**src/rtl/text_overlay_pkg.sv**
```systemverilog
// Shared definitions for the text overlay character-buffer writer.
//   tbw_state_t : writer FSM states (SCROLL exists only when
//                 TEXT_BUFFER_SCROLL_EN is defined)
//   ASCII_*     : character codes the writer interprets
// Optional feature macro: TEXT_BUFFER_SCROLL_EN
package text_overlay_pkg;

    typedef enum logic [1:0] {
        ST_CLEAR     = 2'd0,
        ST_IDLE      = 2'd1,
        ST_CLEAR_ROW = 2'd2
`ifdef TEXT_BUFFER_SCROLL_EN
        ,
        ST_SCROLL    = 2'd3
`endif
    } tbw_state_t;

    localparam logic [7:0] ASCII_SPACE     = 8'h20;
    localparam logic [7:0] ASCII_LF        = 8'h0A;
    localparam logic [7:0] ASCII_CR        = 8'h0D;
    localparam logic [7:0] ASCII_BS        = 8'h08;
    localparam logic [7:0] ASCII_PRINT_MIN = 8'h20;
    localparam logic [7:0] ASCII_PRINT_MAX = 8'h7E;

endpackage

```
**src/rtl/char_buffer_ram.sv**
```systemverilog
// Character store for the text overlay: one write port and two
// synchronous read ports, each with one cycle of latency.
//   clk, rst      : clock; rst clears only the overlay read register
//   we, wr_addr,
//   wr_data       : write port
//   rd_addr,
//   rd_data       : overlay read port (registered, reset to 0)
//   scroll_addr,
//   scroll_data   : scroll copy source read port (registered)
// A read of an address written on the same edge returns the old contents.
module char_buffer_ram #(
    parameter int DEPTH  = 20,
    parameter int CHAR_W = 8,
    parameter int ADDR_W = $clog2(DEPTH)
) (
    input  logic              clk,
    input  logic              rst,
    input  logic              we,
    input  logic [ADDR_W-1:0] wr_addr,
    input  logic [CHAR_W-1:0] wr_data,
    input  logic [ADDR_W-1:0] rd_addr,
    output logic [CHAR_W-1:0] rd_data,
    input  logic [ADDR_W-1:0] scroll_addr,
    output logic [CHAR_W-1:0] scroll_data
);

    logic [CHAR_W-1:0] mem [DEPTH];

    // The array itself is never reset; the writer's CLEAR pass initialises it.
    always_ff @(posedge clk) begin
        if (we) begin
            mem[wr_addr] <= wr_data;
        end
        scroll_data <= mem[scroll_addr];
    end

    always_ff @(posedge clk or posedge rst) begin
        if (rst) begin
            rd_data <= '0;
        end else begin
            rd_data <= mem[rd_addr];
        end
    end

endmodule

```
**src/rtl/text_buffer_writer.sv**
```systemverilog
// Fills the text overlay character store from a byte stream.
// Accepts bytes on a valid/ready handshake, tracks a cursor and
// interprets LF, CR and BS. The whole buffer is cleared to spaces after
// reset and whenever i_clear is raised.
//   i_clk, i_reset          : clock, asynchronous active-high reset
//   i_char, i_char_valid,
//   o_char_ready            : byte input handshake
//   i_clear                 : request a full buffer clear
//   i_rd_addr, o_rd_char    : overlay read port (row*COLUMNS + column)
//   o_rd_dv                 : buffer contents stable (writer idle)
//   o_cursor_x, o_cursor_y  : cursor position
// Optional feature macro: TEXT_BUFFER_SCROLL_EN -- on row overflow the
// text scrolls up one row instead of wrapping to the top row.
// Assumes ROWS >= 2 and COLUMNS >= 2.
module text_buffer_writer
    import text_overlay_pkg::*;
#(
    parameter int COLUMNS = 10,
    parameter int ROWS    = 2,
    parameter int CHAR_W  = 8
) (
    input  logic                            i_clk,
    input  logic                            i_reset,
    input  logic [CHAR_W-1:0]               i_char,
    input  logic                            i_char_valid,
    output logic                            o_char_ready,
    input  logic                            i_clear,
    input  logic [$clog2(ROWS*COLUMNS)-1:0] i_rd_addr,
    output logic [CHAR_W-1:0]               o_rd_char,
    output logic                            o_rd_dv,
    output logic [$clog2(COLUMNS)-1:0]      o_cursor_x,
    output logic [$clog2(ROWS)-1:0]         o_cursor_y
);

    localparam int DEPTH  = ROWS * COLUMNS;
    localparam int ADDR_W = $clog2(DEPTH);
    localparam int XW     = $clog2(COLUMNS);
    localparam int YW     = $clog2(ROWS);

    localparam logic [ADDR_W-1:0] LAST_ADDR = ADDR_W'(DEPTH - 1);
    localparam logic [ADDR_W-1:0] ROW_LAST  = ADDR_W'(COLUMNS - 1);
    localparam logic [XW-1:0]     X_LAST    = XW'(COLUMNS - 1);
    localparam logic [YW-1:0]     Y_LAST    = YW'(ROWS - 1);

    localparam logic [CHAR_W-1:0] C_SPACE     = CHAR_W'(ASCII_SPACE);
    localparam logic [CHAR_W-1:0] C_LF        = CHAR_W'(ASCII_LF);
    localparam logic [CHAR_W-1:0] C_CR        = CHAR_W'(ASCII_CR);
    localparam logic [CHAR_W-1:0] C_BS        = CHAR_W'(ASCII_BS);
    localparam logic [CHAR_W-1:0] C_PRINT_MIN = CHAR_W'(ASCII_PRINT_MIN);
    localparam logic [CHAR_W-1:0] C_PRINT_MAX = CHAR_W'(ASCII_PRINT_MAX);

    function automatic logic [ADDR_W-1:0] cell_addr(input logic [YW-1:0] y,
                                                    input logic [XW-1:0] x);
        return ADDR_W'(y) * ADDR_W'(COLUMNS) + ADDR_W'(x);
    endfunction

    tbw_state_t        state;
    logic [ADDR_W-1:0] cnt;        // shared by CLEAR, CLEAR_ROW and SCROLL
    logic [ADDR_W-1:0] row_base;   // first address of the row CLEAR_ROW wipes
    logic [XW-1:0]     cur_x;
    logic [YW-1:0]     cur_y;
    logic              rd_dv;

    logic              accept;
    logic              is_print;
    logic              is_lf;
    logic              is_cr;
    logic              is_bs;
    logic              line_end;
    logic              row_wrap;
    logic [ADDR_W-1:0] cur_addr;

    logic              we;
    logic [ADDR_W-1:0] waddr;
    logic [CHAR_W-1:0] wdata;
    logic [ADDR_W-1:0] scroll_addr;
`ifdef TEXT_BUFFER_SCROLL_EN
    logic [CHAR_W-1:0] scroll_q;
`else
    logic [CHAR_W-1:0] unused_scroll_q;
`endif

    assign o_char_ready = (state == ST_IDLE) && !i_clear;
    assign accept       = i_char_valid && o_char_ready;

    assign is_print = (i_char >= C_PRINT_MIN) && (i_char <= C_PRINT_MAX);
    assign is_lf    = (i_char == C_LF);
    assign is_cr    = (i_char == C_CR);
    assign is_bs    = (i_char == C_BS);
    // A printable byte in the last column moves to the next line exactly like LF.
    assign line_end = is_lf || (is_print && (cur_x == X_LAST));
    assign row_wrap = line_end && (cur_y == Y_LAST);
    assign cur_addr = cell_addr(cur_y, cur_x);

    always_comb begin
        we    = 1'b0;
        waddr = cnt;
        wdata = C_SPACE;
        case (state)
            ST_CLEAR: begin
                we = 1'b1;
            end
            ST_CLEAR_ROW: begin
                we    = 1'b1;
                waddr = row_base + cnt;
            end
`ifdef TEXT_BUFFER_SCROLL_EN
            ST_SCROLL: begin
                we    = 1'b1;
                wdata = scroll_q;
            end
`endif
            ST_IDLE: begin
                if (accept) begin
                    if (is_print) begin
                        we    = 1'b1;
                        waddr = cur_addr;
                        wdata = i_char;
                    end else if (is_bs && (cur_x != '0)) begin
                        we    = 1'b1;
                        waddr = cur_addr - ADDR_W'(1);
                    end
                end
            end
            default: ;
        endcase
    end

`ifdef TEXT_BUFFER_SCROLL_EN
    localparam logic [ADDR_W-1:0] SCROLL_LAST   = ADDR_W'((ROWS - 1) * COLUMNS - 1);
    localparam logic [ADDR_W-1:0] LAST_ROW_BASE = ADDR_W'((ROWS - 1) * COLUMNS);

    // The source is fetched one cycle ahead: while idle the port already
    // holds address COLUMNS, so copy step k writes mem[k] from the value
    // fetched during step k-1 and the copy runs at one word per cycle.
    always_comb begin
        if ((state == ST_SCROLL) && (cnt != SCROLL_LAST)) begin
            scroll_addr = cnt + ADDR_W'(COLUMNS + 1);
        end else begin
            scroll_addr = ADDR_W'(COLUMNS);
        end
    end
`else
    assign scroll_addr = '0;
`endif

    always_ff @(posedge i_clk or posedge i_reset) begin
        if (i_reset) begin
            state    <= ST_CLEAR;
            cnt      <= '0;
            row_base <= '0;
            cur_x    <= '0;
            cur_y    <= '0;
            rd_dv    <= 1'b0;
        end else begin
            rd_dv <= (state == ST_IDLE);
            case (state)
                ST_CLEAR: begin
                    if (i_clear) begin
                        cnt <= '0;
                    end else if (cnt == LAST_ADDR) begin
                        state <= ST_IDLE;
                        cnt   <= '0;
                        cur_x <= '0;
                        cur_y <= '0;
                    end else begin
                        cnt <= cnt + ADDR_W'(1);
                    end
                end
                ST_IDLE: begin
                    if (i_clear) begin
                        state <= ST_CLEAR;
                        cnt   <= '0;
                    end else if (i_char_valid) begin
                        if (line_end) begin
                            cur_x <= '0;
                            if (row_wrap) begin
`ifdef TEXT_BUFFER_SCROLL_EN
                                state <= ST_SCROLL;
                                cnt   <= '0;
                                cur_y <= Y_LAST;
`else
                                state    <= ST_CLEAR_ROW;
                                row_base <= '0;
                                cnt      <= '0;
                                cur_y    <= '0;
`endif
                            end else begin
                                cur_y <= cur_y + YW'(1);
                            end
                        end else if (is_print) begin
                            cur_x <= cur_x + XW'(1);
                        end else if (is_cr) begin
                            cur_x <= '0;
                        end else if (is_bs && (cur_x != '0)) begin
                            cur_x <= cur_x - XW'(1);
                        end
                    end
                end
                ST_CLEAR_ROW: begin
                    if (i_clear) begin
                        state <= ST_CLEAR;
                        cnt   <= '0;
                    end else if (cnt == ROW_LAST) begin
                        state <= ST_IDLE;
                        cnt   <= '0;
                    end else begin
                        cnt <= cnt + ADDR_W'(1);
                    end
                end
`ifdef TEXT_BUFFER_SCROLL_EN
                ST_SCROLL: begin
                    if (i_clear) begin
                        state <= ST_CLEAR;
                        cnt   <= '0;
                    end else if (cnt == SCROLL_LAST) begin
                        state    <= ST_CLEAR_ROW;
                        row_base <= LAST_ROW_BASE;
                        cnt      <= '0;
                    end else begin
                        cnt <= cnt + ADDR_W'(1);
                    end
                end
`endif
                default: begin
                    state <= ST_CLEAR;
                    cnt   <= '0;
                end
            endcase
        end
    end

    char_buffer_ram #(
        .DEPTH  (DEPTH),
        .CHAR_W (CHAR_W),
        .ADDR_W (ADDR_W)
    ) u_ram (
        .clk         (i_clk),
        .rst         (i_reset),
        .we          (we),
        .wr_addr     (waddr),
        .wr_data     (wdata),
        .rd_addr     (i_rd_addr),
        .rd_data     (o_rd_char),
        .scroll_addr (scroll_addr),
`ifdef TEXT_BUFFER_SCROLL_EN
        .scroll_data (scroll_q)
`else
        .scroll_data (unused_scroll_q)
`endif
    );

    assign o_rd_dv    = rd_dv;
    assign o_cursor_x = cur_x;
    assign o_cursor_y = cur_y;

endmodule

```
**config.mk**
```make
export PLATFORM = sky130hd
export DESIGN_NAME = text_buffer_writer
export DESIGN_NICKNAME = d
export VERILOG_FILES = /design/src/rtl/text_overlay_pkg.sv /design/src/rtl/char_buffer_ram.sv /design/src/rtl/text_buffer_writer.sv
export SDC_FILE = /design/constraint.sdc
export NUM_CORES = 1
export LEC_CHECK = 0
export CAP_MARGIN = 25
export CORE_MARGIN = 1
export CORE_UTILIZATION = 46
export DETAILED_ROUTE_END_ITERATION = 8
export GPL_TIMING_DRIVEN = 0
export PLACE_DENSITY = 0.68
export SYNTH_ARGS = -nofsm -noshare
export SYNTH_HDL_FRONTEND = slang
export SYNTH_SLANG_ARGS = --single-unit
```
**constraint.sdc**
```tcl
create_clock -name i_clk -period 3.5 [get_ports i_clk]
set_input_delay 1.05 -clock i_clk [delete_from_list [all_inputs] [get_ports i_clk]]
set_output_delay 1.05 -clock i_clk [all_outputs]
set_load 0.05 [all_outputs]
```
==> flow_summary.json, run 1 <==
{
  "dieArea_mm2": 0.0173,
  "hp-start": "cnt[2]$_DFFE_PP0P_",
  "layout.area.seq_mm2": 0.00533,
  "synth_seq_cells": 181,
  "hpwl_um": 10900,
  "clkLatencyLatePin_ns": 0.43,
  "worstMarginPinSlew_ns": 0.913,
  "totalWireLength_um": 16600,
  "antenna_found_initial": 0,
  "required_ns": 3.63,
  "hold_depth": 1,
  "r2r-end": "u_ram.mem[16][6]$_DFFE_PP_",
  "min_to": "cnt[2]$_DFFE_PP0P_",
  "synth-edff-count": 160,
  "ios": 32,
  "async_reset_ff_frac": 0.116,
  "whs_ns": 0.619,
  "synth.cell_area_mm2": 0.00772,
  "crit_path_start": "i_char[7]",
  "rrSetupSlack_ns": 0.18,
  "port_buffers": 26,
  "nNetsFinal": 562,
  "synthCells": 428,
  "wl_per_cell_um": 21.7,
  "arrival_ns": 3.57,
  "grt_start_max_net_pins": 22,
  "yosysSeqAreaShare": 0.691,
  "fin_skew_ns": 0.0126,
  "synthToLayoutAreaGrowth_pct": 25.9,
  "place_inst": 704,
  "drv_cap": 0,
  "path_class": "in2reg",
  "rows": 46,
  "vias_per_cell": 5.66,
  "finalSetupTns_ns": 0,
  "drtPass1Iterations": 5,
  "gp_congestion": 0.862,
  "stdcell_count": 765,
  "numCtsBuffers": 17,
  "hold_violations": 0,
  "grt.overflow.total": 0,
  "drtAntennaViolNets": 0,
  "p_leak_nw": 3.15,
  "yosysWarningCount": 0,
  "ir_drop_uv": 330,
  "clkTransAtPathRegs_ns": 0.06,
  "slew_violations": 0,
  "avgSynthCellArea_um2": 18.0,
  "rr_worst_depth": 13,
  "grt_pass1_wl_um": 25600,
  "grt_use_total": 0.203,
  "hold_path.class": "reg2reg",
  "diodes": 0,
  "p_per_area_mw_per_mm2": 477,
  "cts_max_path_buffers": 2,
  "clock.fmax_ghz": 0.291,
  "finalSetupViolations": 0,
  "status": "finished, final reports clean",
  "vias": 4333,
  "core_mm2": 0.0161,
  "grt_pass1_vias": 4449,
  "nFillCells": 1174,
  "initial_core_util": 0.479,
  "period_needed_ns": 3.44,
  "r2r_start": "o_cursor_x[0]$_DFFE_PP0P_",
  "clock_sink_count": 181,
  "cts-root-buf": "clkbuf_16",
  "cts_max_level": 4,
  "multi_input_area_mm2": 0.00269,
  "die_x_um": 132,
  "period_share": 0.983,
  "startpoint_type": "primary input",
  "tritoncts": "built",
  "drc": 0,
  "synthFlopType": "edfxtp_1",
  "yosysUniqueCellTypes": 55,
  "drt_iter0_drc": 340,
  "drive_gt1_frac": 0.335,
  "slew_headroom": 0.392,
  "die_h_um": 132,
  "crit_path_end_kind": "flip-flop",
  "crit_path_max_fanout": 6
}
state kept, by name, summed over array words and instances, names as in the netlist:
signal         cells
cnt                5
o_cursor_y         1
o_rd_dv            1
u_ram.mem        160
o_cursor_x         4
state              2
u_ram.rd_data      8
cells in the mapped netlist (all sizes together) (2+ instances only):
cell type / instances / share of area
nand2: 16 / 0.0081
a22oi: 3 / 0.0029
nand3: 6 / 0.0039
or4: 2 / 0.0019
a221oi: 4 / 0.0076
a21oi: 6 / 0.0039
xor2: 2 / 0.0023
o21a: 2 / 0.0019
mux4: 48 / 0.14
nor4: 7 / 0.0076
o211a: 2 / 0.0026
mux2: 9 / 0.013
dfrtp: 21 / 0.068
nor4bb: 2 / 0.0026
buf: 11 / 0.0060
or3: 4 / 0.0032
nor2b: 3 / 0.0024
nand4: 2 / 0.0016
mux2i: 3 / 0.0039
a21o: 2 / 0.0019
a22o: 2 / 0.0023
nor2: 10 / 0.0049
o211ai: 3 / 0.0029
o31ai: 3 / 0.0029
edfxtp: 160 / 0.62
o22ai: 2 / 0.0016
nand2b: 3 / 0.0028
nor3b: 2 / 0.0019
nor3: 23 / 0.015
ha: 9 / 0.015
and2: 3 / 0.0024
xnor2: 2 / 0.0023
o21ai: 12 / 0.0092
inv: 6 / 0.0029
clkbuf: 13 / 0.0063
and3: 9 / 0.0073
stage by stage:
stage	util	worst slack [ns]	total power, mW	instance area [µm²]
floorplan	-	-0.219	2.61	7850
global placement	0.520	-1.53	2.70	8380
detailed placement	0.527	-1.36	2.71	8500
CTS	0.594	0.00437	4.64	9570
global route	0.603	-0.0290	4.76	9720
finish	0.603	0.0585	4.63	9720
layout make-up:
cell class / instances / share of cell area
inverter: 6 / 0.00232
timing repair buffer: 71 / 0.0719
sequential: 181 / 0.549
clock inverter: 10 / 0.0121
multi-input combinational: 236 / 0.277
clock buffer: 22 / 0.0498
buffer: 23 / 0.0108
tap: 216 / 0.0278
worst max-delay path by stage:
| stage | end | slack [ns] | cells after the start |
|---|---|---|---|
| final | u_ram.mem[1][6]$_DFFE_PP_ | 0.06 | 10 |
| after global placement | u_ram.mem[6][7]$_DFFE_PP_ | -1.53 | 7 |
| after floorplan | u_ram.mem[10][0]$_DFFE_PP_ | -0.22 | 6 |
| after detailed placement | u_ram.mem[6][7]$_DFFE_PP_ | -1.36 | 8 |
| after global routing | u_ram.mem[13][3]$_DFFE_PP_ | -0.03 | 9 |
| after CTS | u_ram.mem[18][3]$_DFFE_PP_ | 0.004 | 9 |
placed cells by master, fill, tap and decap left out, types with 9 or more instances in the layout:
| master | Yosys | layout |
|---|---|---|
| edfxtp_1 | 160 | 160 |
| mux4_2 | 48 | 48 |
| buf_4 | 0 | 35 |
| dfrtp_1 | 21 | 21 |
| conb_1 | 1 | 20 |
| clkbuf_16 | 0 | 17 |
| clkdlybuf4s50_1 | 0 | 17 |
| nand2_1 | 15 | 15 |
| nor3_4 | 0 | 12 |
| clkbuf_1 | 13 | 11 |
| nor2_1 | 10 | 10 |
| and3_1 | 9 | 9 |
| o21ai_0 | 10 | 9 |
| mux2_2 | 9 | 9 |
| ha_1 | 9 | 9 |
routing by layer:
| layer | wire length, µm | up-vias | part of all wire | global-route usage |
|---|---|---|---|---|
| met5 | 0 | - | 0 | 0 |
| met2 | 8700 | 129 | 0.52 | 0.343 |
| li1 | - | 1954 | - | - |
| met3 | 904 | 15 | 0.054 | 0.0502 |
| met1 | 6820 | 2235 | 0.41 | 0.256 |
| met4 | 197 | 0 | 0.012 | 0.0678 |
critical path, stage by stage:
cell and delay (ns):
dlygate4sd2_1 0.29, or4b_4 0.57, nor4_4 0.15, buf_4 0.19, o21ai_4 0.10, a221oi_4 0.39
nand2_4 0.17, buf_4 0.18, nor3_2 0.21, clkbuf_4 0.25
power by group:
part | leakage, nW | switching (mW) | internal (mW)
Sequential | 1.57 | 0.0149 | 2.37
Combinational | 1.28 | 0.192 | 0.133
Clock | 0.297 | 0.785 | 1.13
cells by family after synthesis:
| group | synth area share |
|---|---|
| xor gates and xnor gates | 0.00454 |
| buffers and inverters | 0.0152 |
| adders and majority gates | 0.0146 |
| muxes | 0.157 |
| other | 0.000486 |
| and+or+nand+nor | 0.0707 |
| DFF | 0.691 |
| AOI/OAI and AO/OA | 0.0468 |
timing repair:
item | CTS | global route
cloned | 0 | 0
setup endpoints to repair | 161 | 155
hold buffers | 0 | 0
pin swaps | 20 | 11
resized for setup | 56 | 16
buffers inserted | 19 | 10
No activity file was read; power rests on OpenSTA's default activity.
==> run 2, diff against run 1 <==
--- a/config.mk
+++ b/config.mk
@@ -10,7 +10,7 @@
 export CORE_UTILIZATION = 46
 export DETAILED_ROUTE_END_ITERATION = 8
 export GPL_TIMING_DRIVEN = 0
-export PLACE_DENSITY = 0.68
+export PLACE_DENSITY_LB_ADDON = 0.08
 export SYNTH_ARGS = -nofsm -noshare
 export SYNTH_HDL_FRONTEND = slang
 export SYNTH_SLANG_ARGS = --single-unit
==> flow_summary.json, run 2 (same netlist as run 1, synthesis figures left out) <==
{
  "top_register": "u_ram.mem",
  "grt_start_max_net_pins": 22,
  "drc": 0,
  "ios": 32,
  "final_design_area_no_fill_mm2": 0.00968,
  "placed_area_mm2": 0.00851,
  "status": "finished, final reports clean",
  "ir_drop_uv": 379,
  "vias_per_cell": 5.72,
  "reg_top3": "u_ram.mem: 160 flops, u_ram.rd_data: 8 flops, cnt: 5 flops",
  "path_class": "in2reg",
  "grt_pass1_vias": 4309,
  "grt_use_total": 0.204,
  "preCtsSetupSlack_ns": -1.31,
  "worstMarginPinSlew_ns": 0.922,
  "slew_headroom": 0.385,
  "hold_path.class": "reg2reg",
  "dieArea_mm2": 0.0173,
  "cts_max_path_buffers": 2,
  "fin_skew_ns": 0.00628,
  "finalSetupViolations": 0,
  "arrival_ns": 3.58,
  "period_needed_ns": 3.44,
  "p_per_area_mw_per_mm2": 476,
  "clock.fmax_ghz": 0.291,
  "core_mm2": 0.0161,
  "grt.overflow.total": 0,
  "drtAntennaViolNets": 0,
  "slew_violations": 0,
  "drive_gt1_frac": 0.324,
  "rsz0062_at_grt": "yes",
  "initial_core_util": 0.479,
  "drt_iter0_drc": 416,
  "synthToLayoutAreaGrowth_pct": 25.5,
  "layout_common_cells": "edfxtp_1 (160), mux4_2 (48), buf_4 (27)",
  "p_leak_nw": 3.10,
  "rows": 46,
  "post-route-util": 0.601,
  "port_buffers": 26,
  "hold_buffers": 0,
  "cts_max_level": 4,
  "nNetsFinal": 556,
  "cts-root-buf": "clkbuf_16",
  "antenna_found_initial": 0,
  "drv_cap": 0,
  "gp_congestion": 0.816,
  "crit_path_end_kind": "flip-flop",
  "nFillCells": 1210,
  "hpwl_um": 10800,
  "clkLatencyLatePin_ns": 0.42,
  "diodes": 0,
  "required_ns": 3.64,
  "wl_per_cell_um": 21.9,
  "clkTransAtPathRegs_ns": 0.06,
  "die_x_um": 132,
  "totalWireLength_um": 16600,
  "largest_reg_flops": 160,
  "startpoint_type": "primary input",
  "die_h_um": 132,
  "crit_path_max_fanout": 10,
  "period_share": 0.983,
  "grt_pass1_wl_um": 25400,
  "clock_sink_count": 181,
  "drtPass1Iterations": 4,
  "tritoncts": "built",
  "hold_violations": 0,
  "numCtsBuffers": 17,
  "fin_ws_ns": 0.0600,
  "final_common_cell": "edfxtp_1",
  "vias": 4342
}
-- run 2: cell types whose count changed in the layout (fill, tap and decap cells not counted), sizes merged --
cell	previous run	this run
buf	56	50
clkbuf	35	31
clkinvlp	1	3
clkinv	4	5
dlygate4sd2	4	5
dlymetal6s2s	4	3
inv	9	10
-- run 2: per-stage QoR --
step	cells	hold slack [ns]	setup TNS (ns)	power [mW]
3_5_place_dp	703	0.599	-169.98	2.71
2_1_floorplan	447	0.517	-26.68	2.61
4_1_cts	757	0.638	0	4.62
6_report	759	0.622	0	4.61
5_1_grt	759	0.671	-0.479	4.74
3_3_place_gp	689	0.586	-237.63	2.70
-- run 2: routing by layer --
metal / GRT usage / routed length, µm / part of all wire
met1: 0.281 / 7230 / 0.44
met2: 0.321 / 8310 / 0.50
met3: 0.0482 / 857 / 0.052
met4: 0.0652 / 215 / 0.013
met5: 0 / 0 / 0
-- run 2: what timing repair did --
action	in CTS	in global routing
hold endpoints to repair	0	0
setup buffers	23	2
gates resized for setup	53	22
pin swaps	21	6
endpoints found under the setup margin	161	154
-- run 2: path summary, 6_finish.rpt --
check | start | slack, ns | cells past startpoint | to
min in group asynchronous | i_reset | 1.10 | 2 | u_ram.rd_data[5]$_DFF_PP0_
max reg2reg | o_cursor_x[0]$_DFFE_PP0P_ | 0.12 | 12 | u_ram.mem[16][0]$_DFFE_PP_
max in group asynchronous | i_reset | 1.87 | 2 | cnt[4]$_DFFE_PP0P_
min reg2reg | cnt[3]$_DFFE_PP0P_ | 0.62 | 1 | cnt[3]$_DFFE_PP0P_
max | i_clear | 0.06 | 10 | u_ram.mem[16][0]$_DFFE_PP_
min | cnt[3]$_DFFE_PP0P_ | 0.62 | 1 | cnt[3]$_DFFE_PP0P_
-- run 2: cell type report --
| class | count | area, µm² | area share |
|---|---|---|---|
| inverter | 6 | 22.5 | 0.00233 |
| tap | 216 | 270 | 0.0279 |
| buffer | 23 | 101 | 0.0105 |
| clock inverter | 14 | 153 | 0.0158 |
| sequential | 181 | 5330 | 0.550 |
| multi-input combinational | 236 | 2710 | 0.280 |
| timing repair buffer | 65 | 669 | 0.0691 |
| clock buffer | 18 | 429 | 0.0443 |
-- run 2: where the power goes --
part	switching, mW	internal (mW)	total [mW]
clock network	0.823	1.06	1.88
logic	0.196	0.139	0.336
registers	0.0144	2.37	2.39
total	1.03	3.57	4.61
-- run 2: critical path, cell delays in order --
cell             delay [ns]
clkdlybuf4s50_1        0.60
nor3b_4                0.09
and2_2                 0.23
buf_2                  0.18
o211a_1                0.12
a21oi_1                0.23
nand2_1                0.22
buf_4                  0.29
nor4_4                 0.38
buf_12                 0.18
==> run 3, diff against run 2 <==
==> constraint.sdc (replaced) <==
create_clock -name i_clk -period 3.5 [get_ports i_clk]
set_input_delay 0.35 -clock i_clk [delete_from_list [all_inputs] [get_ports i_clk]]
set_output_delay 0.35 -clock i_clk [all_outputs]
set_load 0.05 [all_outputs]
==> flow_summary.json, run 3 (same netlist as run 1, synthesis figures left out) <==
{
  "period_needed_ns": 3.34,
  "core_mm2": 0.0161,
  "p_per_area_mw_per_mm2": 478,
  "power.switching_mw": 0.986,
  "wl_per_cell_um": 21.4,
  "clkTransAtPathRegs_ns": 0.07,
  "port_buffers": 26,
  "period_share": 0.954,
  "clkLatencyLatePin_ns": 0.43,
  "slew_violations": 0,
  "nNetsFinal": 547,
  "largest_reg_flops": 160,
  "crit_top_cell": "buf_4",
  "vias_per_cell": 5.63,
  "rsz0062_at_grt": "yes",
  "hold_buffers": 0,
  "drt_iter0_drc": 411,
  "worstPathCellList": "inv_1 -> ha_1 -> nor3b_2 -> nor4_4 -> buf_4 -> o211a_1 -> a21oi_1 -> nand2_1 -> clkbuf_2 -> nor3_2 -> buf_4",
  "path_class": "reg2reg",
  "grt_pass1_wl_um": 24900,
  "cts_max_level": 4,
  "drive_gt1_frac": 0.287,
  "reg_top3": "u_ram.mem: 160 flops, u_ram.rd_data: 8 flops, cnt: 5 flops",
  "cpMaxStageDelayCell": "dfrtp_2",
  "crit_path_max_fanout": 13,
  "hold_violations": 0,
  "clkPwrFrac": 0.396,
  "die_x_um": 132,
  "drc": 0,
  "nFillCells": 1280,
  "wl_met1_um": 7160,
  "p_leak_nw": 2.94,
  "worstMarginPinSlew_ns": 1.05,
  "startpoint_type": "flip-flop",
  "hpwl_um": 10900,
  "antenna_found_initial": 0,
  "drtPass1Iterations": 4,
  "grt_start_max_net_pins": 22,
  "seq_power_share": 0.536,
  "routed.top_layer": "met4",
  "rows": 46,
  "top_register": "u_ram.mem",
  "comb_power_share": 0.068,
  "synthToLayoutAreaGrowth_pct": 20.7,
  "slew_headroom": 0.300,
  "route.met3.wl_um": 705,
  "numCtsBuffers": 17,
  "required_ns": 3.65,
  "finalSetupViolations": 0,
  "diodes": 0,
  "grt_use_total": 0.199,
  "cts_max_path_buffers": 2,
  "total_power_mw": 4.46,
  "totalWireLength_um": 16000,
  "grt.overflow.total": 0,
  "die_h_um": 132,
  "fin_skew_ns": 0.00960,
  "status": "finished, final reports clean",
  "clock_sink_count": 181,
  "critPathMaxStageDelay_ns": 0.50,
  "tritoncts": "built",
  "arrival_ns": 3.49,
  "hold_path.class": "in2async",
  "cts-root-buf": "clkbuf_16",
  "final_common_cell": "edfxtp_1",
  "grt_pass1_vias": 4278,
  "drtAntennaViolNets": 0,
  "crit_path_end_kind": "flip-flop",
  "drv_cap": 0,
  "whs_ns": 0.402,
  "ios": 32,
  "initial_core_util": 0.479,
  "p_int_mw": 3.47,
  "wl_met2_um": 7980,
  "clock.fmax_ghz": 0.299,
  "ir_drop_uv": 341,
  "dieArea_mm2": 0.0173,
  "vias": 4225,
  "gp_congestion": 0.828,
  "layout_common_cells": "edfxtp_1 (160), mux4_2 (48), clkdlybuf4s50_1 (26)",
  "switching_share": 0.221
}
run 3: cell count changes in the layout (fill, tap and decap cells not counted), sizes merged:
cell	previous run	this run
inv	10	8
buf	50	41
clkinvlp	3	1
clkinv	5	9
bufinv	2	1
dlymetal6s2s	3	0
dlygate4sd2	5	0
clkdlybuf4s50	17	26
run 3: final cells by class:
type / instances / area, µm² / share of cell area
Inverter: 6 / 22.5 / 0.00242
Multi-Input combinational cell: 236 / 2560 / 0.275
Buffer: 23 / 92.6 / 0.00994
Sequential cell: 181 / 5330 / 0.572
Clock inverter: 13 / 106 / 0.0114
Timing Repair Buffer: 56 / 499 / 0.0536
Clock buffer: 19 / 433 / 0.0465
Tap cell: 216 / 270 / 0.0290
run 3: what timing repair did:
action,4_1_cts,5_1_grt
resized for setup,21,7
pin swaps,4,3
setup endpoints to repair,159,120
buffers inserted,5,8
run 3: worst max-delay path, delay by kind of cell (launching register included):
family                   cells  cell delay [ns]
AND/OR/NAND/NOR              4             1.01
buffers and inverters        4             0.99
flip-flops                   1             0.50
AO/OA/AOI/OAI                2             0.33
adder cells (fa/ha/maj)      1             0.21
run 3: routing by layer:
metal  vias to the layer above  track usage
li1                       1932            -
met1                      2177        0.278
met2                       102        0.313
met3                        14       0.0397
met4                         0       0.0678
met5                         -            0
run 3: power by group through the flow:
stage	logic, mW	registers, mW	clock network, mW
after global routing	0.324	2.39	1.87
after detailed placement	0.278	2.43	0
final	0.302	2.39	1.77
after global placement	0.270	2.43	0
after floorplan	0.156	2.45	0
after CTS	0.294	2.39	1.79
run 3: through the flow:
| step | setup slack [ns] | util | cells | setup TNS (ns) | cell area, µm² |
|---|---|---|---|---|---|
| after global routing | -0.0736 | 0.578 | 750 | -0.833 | 9320 |
| after global placement | -0.986 | 0.520 | 689 | -108.55 | 8380 |
| after floorplan | -0.0982 | - | 447 | -10.27 | 7850 |
| after CTS | -0.0179 | 0.572 | 741 | -0.0845 | 9210 |
| final | 0.159 | 0.578 | 750 | 0 | 9320 |
| after detailed placement | -0.683 | 0.528 | 705 | -55.56 | 8510 |
run 3: path summary, 6_finish.rpt:
kind,from,to,slack [ns],cells past startpoint
worst max-delay path,o_cursor_x[0]$_DFFE_PP0P_,u_ram.mem[9][7]$_DFFE_PP_,0.16,11
worst min-delay path,i_reset,u_ram.rd_data[5]$_DFF_PP0_,0.40,2
worst max register to register,o_cursor_x[0]$_DFFE_PP0P_,u_ram.mem[9][7]$_DFFE_PP_,0.16,11
worst min register to register,cnt[3]$_DFFE_PP0P_,cnt[3]$_DFFE_PP0P_,0.61,1
max in group asynchronous,i_reset,o_cursor_x[0]$_DFFE_PP0P_,2.51,2
min in group i_clk,i_rd_addr[4],u_ram.rd_data[4]$_DFF_PP0_,0.48,2
